[src/rtl/note_pkg.sv]
// Shared definitions for the piezo note path: FSM states, rest code and
// the default step rate also used by the tone generator.
package note_pkg;

   typedef enum logic {
      IDLE = 1'b0,
      PLAY = 1'b1
   } state_t;

   // Wide constant; users slice it to their note width.
   localparam logic [31:0] NOTE_REST = '0;

   localparam int DEFAULT_TICK_DIV = 5_000_000;

endpackage

[src/rtl/tick_divider.sv]
// Step-rate divider: counts 0..DIV-1 while enabled and pulses tick for one
// cycle on the final count. clr restarts the count from 0.
module tick_divider
   import note_pkg::*;
#(
   parameter int DIV = DEFAULT_TICK_DIV
) (
   input  logic clk,
   input  logic reset,
   input  logic clr,
   input  logic en,
   output logic tick
);

   localparam int CW = (DIV > 1) ? $clog2(DIV) : 1;
   localparam logic [CW-1:0] LAST = CW'(DIV - 1);

   logic [CW-1:0] count;

   assign tick = en && (count == LAST);

   always_ff @(posedge clk or posedge reset) begin
      if (reset) begin
         count <= '0;
      end else if (clr) begin
         count <= '0;
      end else if (en) begin
         count <= tick ? '0 : count + 1'b1;
      end
   end

endmodule

[src/rtl/note_sequencer.sv]
// Note-sequence recorder/player: indexed note storage with a display read
// port, and a one-shot or looping player stepping at the tick_divider rate.
module note_sequencer
   import note_pkg::*;
#(
   parameter int NOTE_W   = 4,
   parameter int DEPTH    = 16,
   parameter int IDX_W    = $clog2(DEPTH),
   parameter int TICK_DIV = DEFAULT_TICK_DIV
) (
   input  logic              clk,
   input  logic              reset,
   input  logic              wr_en,
   input  logic [IDX_W-1:0]  wr_idx,
   input  logic [NOTE_W-1:0] wr_note,
   input  logic [IDX_W-1:0]  rd_idx,
   output logic [NOTE_W-1:0] rd_note,
   input  logic [IDX_W-1:0]  last_idx,
   input  logic              loop_en,
   input  logic              play,
   input  logic              stop,
   output logic [NOTE_W-1:0] note_out,
   output logic              note_valid,
   output logic              playing,
   output logic [IDX_W-1:0]  play_idx,
   output logic              done
);

   localparam logic [NOTE_W-1:0] REST = NOTE_REST[NOTE_W-1:0];

   logic [NOTE_W-1:0] mem [DEPTH];
   state_t            state;
   logic [IDX_W-1:0]  last_reg;
   logic              start;
   logic              tick;

   assign start   = (state == IDLE) && play && !stop;
   assign playing = (state == PLAY);

   tick_divider #(.DIV(TICK_DIV)) u_tick (
      .clk   (clk),
      .reset (reset),
      .clr   (start || stop),
      .en    (state == PLAY),
      .tick  (tick)
   );

   // Writes land in any state; an already latched note_out is unaffected.
   always_ff @(posedge clk or posedge reset) begin
      if (reset) begin
         for (int i = 0; i < DEPTH; i++) begin
            mem[i] <= REST;
         end
      end else if (wr_en) begin
         mem[wr_idx] <= wr_note;
      end
   end

   always_ff @(posedge clk or posedge reset) begin
      if (reset) begin
         rd_note <= REST;
      end else begin
         rd_note <= mem[rd_idx];
      end
   end

   always_ff @(posedge clk or posedge reset) begin
      if (reset) begin
         state      <= IDLE;
         last_reg   <= '0;
         play_idx   <= '0;
         note_out   <= REST;
         note_valid <= 1'b0;
         done       <= 1'b0;
      end else begin
         done <= 1'b0;
         case (state)
            IDLE: begin
               if (start) begin
                  state      <= PLAY;
                  last_reg   <= last_idx;
                  play_idx   <= '0;
                  note_out   <= mem[0];
                  note_valid <= 1'b1;
               end
            end
            PLAY: begin
               // stop outranks the final tick, so an abort never pulses done.
               if (stop) begin
                  state      <= IDLE;
                  play_idx   <= '0;
                  note_out   <= REST;
                  note_valid <= 1'b0;
               end else if (tick) begin
                  if (play_idx < last_reg) begin
                     play_idx <= play_idx + 1'b1;
                     note_out <= mem[play_idx + 1'b1];
                  end else if (loop_en) begin
                     play_idx <= '0;
                     note_out <= mem[0];
                  end else begin
                     state      <= IDLE;
                     play_idx   <= '0;
                     note_out   <= REST;
                     note_valid <= 1'b0;
                     done       <= 1'b1;
                  end
               end
            end
            default: state <= IDLE;
         endcase
      end
   end

endmodule

[config.mk]
export PLATFORM = sky130hd
export DESIGN_NAME = note_sequencer
export DESIGN_NICKNAME = d
export VERILOG_FILES = /design/src/rtl/note_pkg.sv /design/src/rtl/tick_divider.sv /design/src/rtl/note_sequencer.sv
export SDC_FILE = /design/constraint.sdc
export NUM_CORES = 1
export LEC_CHECK = 0
export BUFFER_PORTS_ARGS = -buffer_cell sky130_fd_sc_hd__buf_2
export CORE_MARGIN = 8
export CORE_UTILIZATION = 45
export CTS_CLUSTER_SIZE = 14
export DETAILED_ROUTE_END_ITERATION = 10
export GPL_TIMING_DRIVEN = 1
export SYNTH_ARGS = -nofsm -noshare
export SYNTH_HDL_FRONTEND = slang
export SYNTH_HIERARCHICAL = 1
export SYNTH_SLANG_ARGS = --single-unit
[constraint.sdc]
create_clock -name clk -period 3.2 [get_ports clk]
set_input_delay 0.16 -clock clk [delete_from_list [all_inputs] [get_ports clk]]
set_output_delay 0.16 -clock clk [all_outputs]
set_load 0.01 [all_outputs]
==> flow_summary.yaml, run 1 <==
run_status:
  outcome: "finished clean"
global_routing:
  grtUsageTotal: 0.169
  grt_antenna_before_repair: 0
  grt_max_degree: 43
  grt_pass1_wl_microns: 21700
  grt_pass1_vias: 3979
  gr-total-overflow: 0
synthesis:
  ys_ff_latch: 106
  synth.avg_cell_area_sq_um: 12.8
  syn_area_sq_um: 5800
  ys_warn_count: 6
  ys_async_sr_fraction: 1.00
  syn_nets: 479
  synth_cells: 452
  synth_ff_type: "dfrtp_1"
  synth_cell_types: 58
  synth_edf_count: 0
  synth_seq_area_share: 0.458
floorplanning:
  die-width_microns: 130
  die-area_sq_um: 16800
  start_util: 0.459
  fp.dieH_microns: 130
  rows: 41
  io_pins: 37
  core_area_sq_um: 12600
finish:
  multi_input_area_sq_um: 2970
  layout-drive-gt1-share: 0.364
  area_growth_syn_to_layout_pct: 11.2
  stdcell_area_sq_um: 6440
  final_cell_mix: "106 x dfrtp_1, 65 x mux2_2, 36 x mux4_2, 36 x buf_2, 35 x nor2_1"
  fin_cells: 667
  largest_reg_flops: 64
  final_common_cell: "dfrtp_1"
  largest-register: "mem"
  layout.nets: 517
  diodes: 0
  regArea_sq_um: 2650
  fill_cells: 1152
  largestRegisters: "mem: 64 flops, u_tick/count: 23 flops"
cts:
  clock-sinks: 106
  root_buffer: "clkbuf_16"
  cts_setup_buffers: 0
  ctsHtreeMaxLevel: 3
  clk_latency_ps: 360
  cts_resized: 0
  cts-buffers-inserted: 9
  path_clk_slew_ps: 80
  ctsHoldBuffers: 5
  cts_tree: "built"
  clockBufferDepth: 2
detailed_routing:
  routed_via_density: 5.61
  drt-total-wl_microns: 13000
  wirelength_met1_microns: 5760
  routedWlPerCell_microns: 19.5
  top_layer: "met4"
  drt_iter0_drc: 166
  wl_met3_microns: 622
  wl_met2_microns: 6430
  drt-pass1-iter-count: 4
  drc: 0
  ant_nets: 0
  vias: 3739
timing:
  max_freq_mhz: 407
  tightest_slew_ps: 882
  maxSlewHeadroom: 0.411
  hold-worst-slack_ps: 29.7
  setup_viol: 0
  timing.setup.tns_ps: 0
  fin_crit_ps: 2460
  period_share: 0.768
  slew_violations: 0
  skew_ps: 10.8
  finalHoldViolations: 0
  rsz0062_at_grt: "no"
setup_path:
  start_kind: "flip-flop"
  worst_r2r_endpoint: "note_out[1]$_DFFE_PP0P_"
  cp_max_fo: 6
  worstPathRequired_ps: 3510
  crit_path_start: "u_tick/count[0]$_DFFE_PP0P_"
  regToRegStartpoint: "u_tick/count[0]$_DFFE_PP0P_"
  ff2ff_setup_slack_ps: 740
  critPathArrivalTime_ps: 2770
  crit_chain: "ha_1 -> nand2_1 -> nor3_2 -> nand3b_4 -> inv_1 -> nand3b_1 -> a211oi_1 -> o211ai_1 -> o221ai_1 -> a211o_1"
  rr_worst_depth: 10
  cp_slowest_cell: "dfrtp_1"
  crit_path_end_kind: "flip-flop"
  critPathMaxStageDelay_ps: 450
  endpoint: "note_out[1]$_DFFE_PP0P_"
  setup.worst_path.class: "reg -> reg"
flow_run:
  maxCapViolCount: 0
power:
  power.density_nw_per_um2: 539
  leakagePower_nw: 2.83
  ir_drop_mv: 0.252
placed_design:
  place_congestion: 0.809
  place_area_sq_um: 6100
  placed_cells: 646
  port_buffers: 36
  dp_hpwl_microns: 9600
worst_hold_path:
  hold_path_class: "in -> reg"
worst max-delay path: cells and delay by family, from the launching register on:
family,cells,cell delay (ps)
DFF,1,450
adders and majority gates,1,250
buffers and inverters,1,150
and+or+nand+nor,4,580
AOI/OAI and AO/OA,4,960
metal layers:
layer / up-vias / global-route usage
met5: - / 0
met4: 0 / 0.0430
li1: 1744 / -
met2: 67 / 0.276
met3: 14 / 0.0472
met1: 1914 / 0.217
metrics by stage:
| step | power (W) | setup slack, ps | utilization |
|---|---|---|---|
| 2_1_floorplan | 0.00219 | 903 | - |
| 3_3_place_gp | 0.00238 | 765 | 0.483 |
| 3_5_place_dp | 0.00240 | 751 | 0.483 |
| 4_1_cts | 0.00351 | 730 | 0.511 |
| 5_1_grt | 0.00366 | 521 | 0.511 |
| 6_report | 0.00347 | 742 | 0.511 |
worst min-delay path by stage:
stage / startpoint / endpoint / depth (start not counted)
2_1_floorplan: reset / u_tick/count[0]$_DFFE_PP0P_ / 1
3_3_place_gp: reset / note_valid$_DFFE_PP0P_ / 2
3_5_place_dp: reset / note_valid$_DFFE_PP0P_ / 2
4_1_cts: last_idx[0] / last_reg[0]$_DFFE_PP0P_ / 2
5_1_grt: last_idx[0] / last_reg[0]$_DFFE_PP0P_ / 2
6_report: last_idx[0] / last_reg[0]$_DFFE_PP0P_ / 2
final cells by class:
cell class	count	area share
Clock buffer	9	0.0349
Tap cell	172	0.0334
Clock inverter	7	0.0109
Inverter	10	0.00602
Multi-Input combinational cell	316	0.460
Timing Repair Buffer	47	0.0427
Sequential cell	106	0.412
power by group:
part,switching (W),internal [W]
clock network,0.000549,0.000550
logic,0.000250,0.000384
registers,0.000177,0.00156
total,0.000976,0.00250
cells in the mapped netlist (5+ instances only):
master / count / area, sq um
clkbuf_1: 8 / 30.0
nor2_1: 35 / 131
nor3_1: 7 / 35.0
buf_6: 6 / 67.6
xor2_1: 17 / 149
mux4_2: 36 / 811
nand2_1: 25 / 93.8
mux2i_1: 8 / 80.1
mux2_2: 65 / 732
dfrtp_1: 106 / 2650
inv_1: 10 / 37.5
o21ai_0: 8 / 40.0
nor2_2: 5 / 31.3
nand4_1: 12 / 75.1
and3_1: 6 / 37.5
nand2b_1: 8 / 50.1
a21oi_1: 6 / 30.0
nand3_1: 10 / 50.1
nor2b_1: 6 / 37.5
ha_1: 5 / 62.6
cell families (layout without fill, tap and decap cells):
logic type,after synthesis,in the layout,share of synthesized area
and+or+nand+nor,147,147,0.147
muxes,109,109,0.280
DFF,106,106,0.458
AOI/OAI and AO/OA,34,34,0.0412
buffers and inverters,30,73,0.0304
xor gates and xnor gates,21,21,0.0330
adders and majority gates,5,5,0.0108
No activity file was read; power rests on OpenSTA's default activity.
==> run 2, diff against run 1 <==
==> constraint.sdc (replaced) <==
create_clock -name clk -period 2.45 [get_ports clk]
set_input_delay 0.1225 -clock clk [delete_from_list [all_inputs] [get_ports clk]]
set_output_delay 0.1225 -clock clk [all_outputs]
set_load 0.01 [all_outputs]
==> flow_summary.yaml, run 2 (synthesized netlist as in run 1, its figures left out) <==
run_status:
  outcome: "finished clean"
detailed_routing:
  vias: 3808
  drt-total-wl_microns: 12900
  drt_iter0_drc: 230
  ant_nets: 0
  routed_via_density: 5.68
  drc: 0
  routedWlPerCell_microns: 19.2
  drt-pass1-iter-count: 5
cts:
  clockBufferDepth: 2
  cts_tree: "built"
  clock-sinks: 106
  path_clk_slew_ps: 70
  cts-buffers-inserted: 9
  cts_setup_buffers: 0
  root_buffer: "clkbuf_16"
  ctsHtreeMaxLevel: 3
  clk_latency_ps: 350
finish:
  layout.nets: 520
  regArea_sq_um: 2650
  multi_input_area_sq_um: 2980
  final_cell_mix: "106 x dfrtp_1, 65 x mux2_2, 36 x mux4_2, 36 x buf_2, 35 x nor2_1"
  area_growth_syn_to_layout_pct: 11.8
  fill_cells: 1116
  layout-drive-gt1-share: 0.369
  largestRegisters: "mem: 64 flops, u_tick/count: 23 flops"
  largest-register: "mem"
  diodes: 0
  final_common_cell: "dfrtp_1"
  largest_reg_flops: 64
floorplanning:
  io_pins: 37
  fp.dieH_microns: 130
  start_util: 0.459
  die-width_microns: 130
  core_area_sq_um: 12600
  rows: 41
  die-area_sq_um: 16800
setup_path:
  critical-path-top-delay-family: "compound AO/OA/AOI/OAI gates"
  setup.worst_path.class: "reg -> reg"
  crit_chain: "ha_1 -> nand2_1 -> nor3_2 -> nand3b_4 -> inv_1 -> nand3b_1 -> a211oi_2 -> o211ai_1 -> o221ai_1 -> a211o_1"
  crit_path_end_kind: "flip-flop"
  crit_path_start: "u_tick/count[0]$_DFFE_PP0P_"
  critPathArrivalTime_ps: 2560
  crit_cells: 10
  endpoint: "note_out[3]$_DFFE_PP0P_"
  cp_num_buf_inv: 1
  cp_slowest_cell: "dfrtp_1"
  regToRegStartpoint: "u_tick/count[0]$_DFFE_PP0P_"
  start_kind: "flip-flop"
  ff2ff_setup_slack_ps: 180
  rr_worst_depth: 10
  worst_r2r_endpoint: "note_out[3]$_DFFE_PP0P_"
  worstPathRequired_ps: 2740
  cp_max_fo: 6
  critPathMaxStageDelay_ps: 430
timing:
  period_share: 0.928
  skew_ps: 5.44
  maxSlewHeadroom: 0.403
  slew_violations: 0
  tightest_slew_ps: 895
  finalHoldViolations: 0
  max_freq_mhz: 440
  setup_viol: 0
  timing.setup.tns_ps: 0
  hold-worst-slack_ps: 17.6
  rsz0062_at_grt: "no"
  fin_crit_ps: 2270
global_routing:
  grtUsageTotal: 0.166
  gr-total-overflow: 0
  grt_antenna_before_repair: 0
  grt_pass1_wl_microns: 21300
  grt_pass1_vias: 3887
  grt_max_degree: 84
worst_hold_path:
  hold_depth: 2
  hold_path_class: "in -> reg"
flow_run:
  maxCapViolCount: 0
power:
  power_w: 0.00444
  ir_drop_mv: 0.567
  power.density_nw_per_um2: 686
  leakagePower_nw: 2.83
placed_design:
  port_buffers: 36
  dp_hpwl_microns: 9290
  place_congestion: 0.810
[run 2: cell types whose count changed in the layout (fill, tap and decap cells not counted)]
cell | before | now
clkinvlp_4 | 1 | 4
inv_6 | 3 | 0
buf_12 | 0 | 2
a211oi_1 | 2 | 1
a211oi_2 | 0 | 1
buf_4 | 6 | 7
clkbuf_1 | 0 | 1
clkinv_2 | 1 | 2
clkinv_8 | 1 | 0
inv_8 | 1 | 0
o21ai_1 | 1 | 0
o21ai_2 | 0 | 1
[run 2: how the worst min path moves through the flow]
stage                 from                           to  slack [ps]
2_1_floorplan        reset  u_tick/count[0]$_DFFE_PP0P_         120
3_3_place_gp         reset               done$_DFF_PP0_         260
3_5_place_dp         reset       note_valid$_DFFE_PP0P_         270
4_1_cts        last_idx[0]      last_reg[0]$_DFFE_PP0P_           8
5_1_grt        last_idx[0]      last_reg[0]$_DFFE_PP0P_           3
6_report       last_idx[0]      last_reg[0]$_DFFE_PP0P_          20
[run 2: report_power, final]
group	switching (W)	total, W	internal (W)	leakage (nW)
sequential	0.000217	0.00226	0.00205	1.35
clock	0.000650	0.00134	0.000689	0.121
combinational	0.000336	0.000842	0.000506	1.36
total	0.00120	0.00444	0.00324	2.83
[run 2: stage by stage]
| stage | area (sq um) | worst slack, ps | std cells | utilization |
|---|---|---|---|---|
| floorplan | 5800 | 191 | 452 | - |
| global placement | 6150 | 269 | 649 | 0.487 |
| detailed placement | 6150 | 162 | 649 | 0.487 |
| CTS | 6470 | 152 | 670 | 0.513 |
| global route | 6480 | 14.7 | 670 | 0.513 |
| finish | 6480 | 177 | 670 | 0.513 |
[run 2: worst reg2reg max path: cells and delay by family (launching register included)]
kind | cells | cell delay (ps)
and+or+nand+nor | 4 | 550
DFF | 1 | 430
buffers and inverters | 1 | 80
adders and majority gates | 1 | 240
AOI/OAI and AO/OA | 4 | 890
[run 2: final cells by class]
cell class | count | area share
Clock inverter | 6 | 0.00676
Multi-Input combinational cell | 316 | 0.459
Sequential cell | 106 | 0.409
Clock buffer | 10 | 0.0353
Inverter | 10 | 0.00599
Timing Repair Buffer | 50 | 0.0498
Tap cell | 172 | 0.0332
[run 2: layer usage]
layer	track usage	routed length (microns)
met1	0.220	5840
met5	0	0
met2	0.264	6320
met4	0.0485	189
met3	0.0394	518
[run 2: timing repair]
| action | 4_1_cts | 5_1_grt |
|---|---|---|
| endpoints found under the setup margin | 0 | 4 |
| gates resized for setup | 0 | 2 |
| endpoints found under the hold margin | 87 | 0 |
| hold buffers | 5 | 0 |
==> run 3, diff against run 2 <==
--- a/config.mk
+++ b/config.mk
@@ -6,7 +6,7 @@
 export NUM_CORES = 1
 export LEC_CHECK = 0
 export BUFFER_PORTS_ARGS = -buffer_cell sky130_fd_sc_hd__buf_2
-export CORE_MARGIN = 8
+export CORE_MARGIN = 2
 export CORE_UTILIZATION = 45
 export CTS_CLUSTER_SIZE = 14
 export DETAILED_ROUTE_END_ITERATION = 10
==> constraint.sdc (replaced) <==
create_clock -name clk -period 2.1 [get_ports clk]
set_input_delay 0.105 -clock clk [delete_from_list [all_inputs] [get_ports clk]]
set_output_delay 0.105 -clock clk [all_outputs]
set_load 0.01 [all_outputs]
==> flow_summary.yaml, run 3 (synthesized netlist as in run 1, its figures left out) <==
detailed_routing:
  drt_iter0_drc: 274
  top_layer: "met4"
  routedWlPerCell_microns: 18.4
  wl_met3_microns: 552
  ant_nets: 0
  drt-total-wl_microns: 13000
  drt-pass1-iter-count: 4
  routed_via_density: 5.57
  wl_met2_microns: 6340
  drc: 0
  wirelength_met1_microns: 5850
  vias: 3939
timing:
  period_share: 1.03
  finalHoldViolations: 0
  max_freq_mhz: 461
  tightest_slew_ps: 539
  worst_slack_ps: -68.0
  maxSlewHeadroom: 0.640
  slew_violations: 0
  setup_viol: 4
  timing.setup.tns_ps: -202
  skew_ps: 7.76
  fin_crit_ps: 2170
  rsz0062_at_grt: "yes"
setup_path:
  crit_path_end_kind: "flip-flop"
  start_kind: "flip-flop"
  crit_chain: "nor4_4 -> nand3_1 -> nand3b_4 -> inv_2 -> nand3b_1 -> a211oi_2 -> o211ai_1 -> o221ai_1 -> a211o_1"
  worstPathRequired_ps: 2400
  setup.worst_path.class: "reg -> reg"
  critPathArrivalTime_ps: 2460
  cp_max_fo: 5
  cp_slowest_cell: "dfrtp_1"
  ff2ff_setup_slack_ps: -70
  critPathMaxStageDelay_ps: 410
cts:
  cts_tree: "built"
  cts-buffers-inserted: 9
  ctsHtreeMaxLevel: 3
  clockBufferDepth: 2
  path_clk_slew_ps: 70
  clock-sinks: 106
  clk_latency_ps: 360
  root_buffer: "clkbuf_16"
finish:
  largestRegisters: "mem: 64 flops, u_tick/count: 23 flops"
  largest_reg_flops: 64
  diodes: 0
  layout.nets: 557
  area_growth_syn_to_layout_pct: 19.0
  final_cell_mix: "106 x dfrtp_1, 65 x mux2_2, 38 x buf_4"
  final_common_cell: "dfrtp_1"
  largest-register: "mem"
  fill_cells: 1093
  layout-drive-gt1-share: 0.422
global_routing:
  grt_pass1_vias: 4074
  grt_antenna_before_repair: 0
  grt_max_degree: 84
  grt_pass1_wl_microns: 21600
  grtUsageTotal: 0.200
  gr-total-overflow: 0
floorplanning:
  die-width_microns: 118
  io_pins: 37
  fp.dieH_microns: 118
  start_util: 0.459
  die-area_sq_um: 13800
  core_area_sq_um: 12600
  rows: 41
power:
  power.density_nw_per_um2: 773
  leakagePower_nw: 3.06
  ir_drop_mv: 0.481
flow_run:
  maxCapViolCount: 0
run_status:
  violations: "negative setup slack"
  outcome: "finished, violations left"
worst_hold_path:
  hold_path_class: "in -> reg"
placed_design:
  place_congestion: 0.856
  dp_hpwl_microns: 9260
  place_ws_ps: -170
  port_buffers: 36
## run 3: cell types whose count changed in the layout (fill, tap and decap cells not counted), moves of 2 or more
| cell | change |
|---|---|
| buf_4 | +31 |
| clkinv_2 | -2 |
| clkinv_8 | +3 |
| nor4_1 | -2 |
| buf_12 | +5 |
| inv_6 | +3 |
| clkinvlp_4 | -2 |
## run 3: critical path, delay by kind of cell, from the launching register on
family | cells | cell delay [ps]
flops | 1 | 410
compound gates | 4 | 890
simple gates | 4 | 720
buf+inv | 1 | 70
## run 3: path summary, 6_finish.rpt
kind                       depth (start not counted)                    startpoint                           end
setup / recovery                                   9  u_tick/count[20]$_DFFE_PP0P_       note_out[2]$_DFFE_PP0P_
hold / removal                                     2                          stop             playing$_DFF_PP0_
setup reg to reg                                   9  u_tick/count[20]$_DFFE_PP0P_       note_out[2]$_DFFE_PP0P_
hold reg to reg                                    1           mem[53]$_DFFE_PP0P_           mem[53]$_DFFE_PP0P_
max in group asynchronous                          4                         reset  u_tick/count[14]$_DFFE_PP0P_
min in group asynchronous                          3                         reset   u_tick/count[6]$_DFFE_PP0P_
## run 3: power by group
group / total [W] / switching (W) / internal [W]
clock network: 0.00170 / 0.000848 / 0.000848
registers: 0.00264 / 0.000258 / 0.00238
logic: 0.000994 / 0.000395 / 0.000599
total: 0.00533 / 0.00150 / 0.00383
## run 3: cell type report
| class | count | area (sq um) | area share |
|---|---|---|---|
| Sequential cell | 106 | 2650 | 0.385 |
| Tap cell | 172 | 215 | 0.0312 |
| Clock buffer | 9 | 225 | 0.0327 |
| Timing Repair Buffer | 87 | 666 | 0.0965 |
| Clock inverter | 7 | 82.6 | 0.0120 |
| Inverter | 10 | 41.3 | 0.00599 |
| Multi-Input combinational cell | 316 | 3020 | 0.437 |
## run 3: metal layers
layer / vias to the layer above / track usage
met1: 2009 / 0.265
met2: 73 / 0.323
met3: 18 / 0.0504
met5: - / 0
li1: 1839 / -
met4: 0 / 0.0663
## run 3: timing repair
| item | in CTS | in global routing |
|---|---|---|
| pin swaps | 2 | 7 |
| endpoints found under the hold margin | 99 | 0 |
| endpoints found under the setup margin | 7 | 6 |
| hold buffers | 6 | 0 |
| setup buffers | 4 | 3 |
| gates resized for setup | 5 | 5 |
## run 3: through the flow
stage                     std cells  total power [W]   util  hold WS (ps)  cell area, sq um
after floorplan                 452          0.00334      -           107              5800
after global placement          678          0.00363  0.508           173              6400
after detailed placement        678          0.00366  0.508           184              6400
after CTS                       704          0.00539  0.543          32.7              6850
after global routing            707          0.00559  0.547          49.3              6900
final                           707          0.00533  0.547          46.8              6900
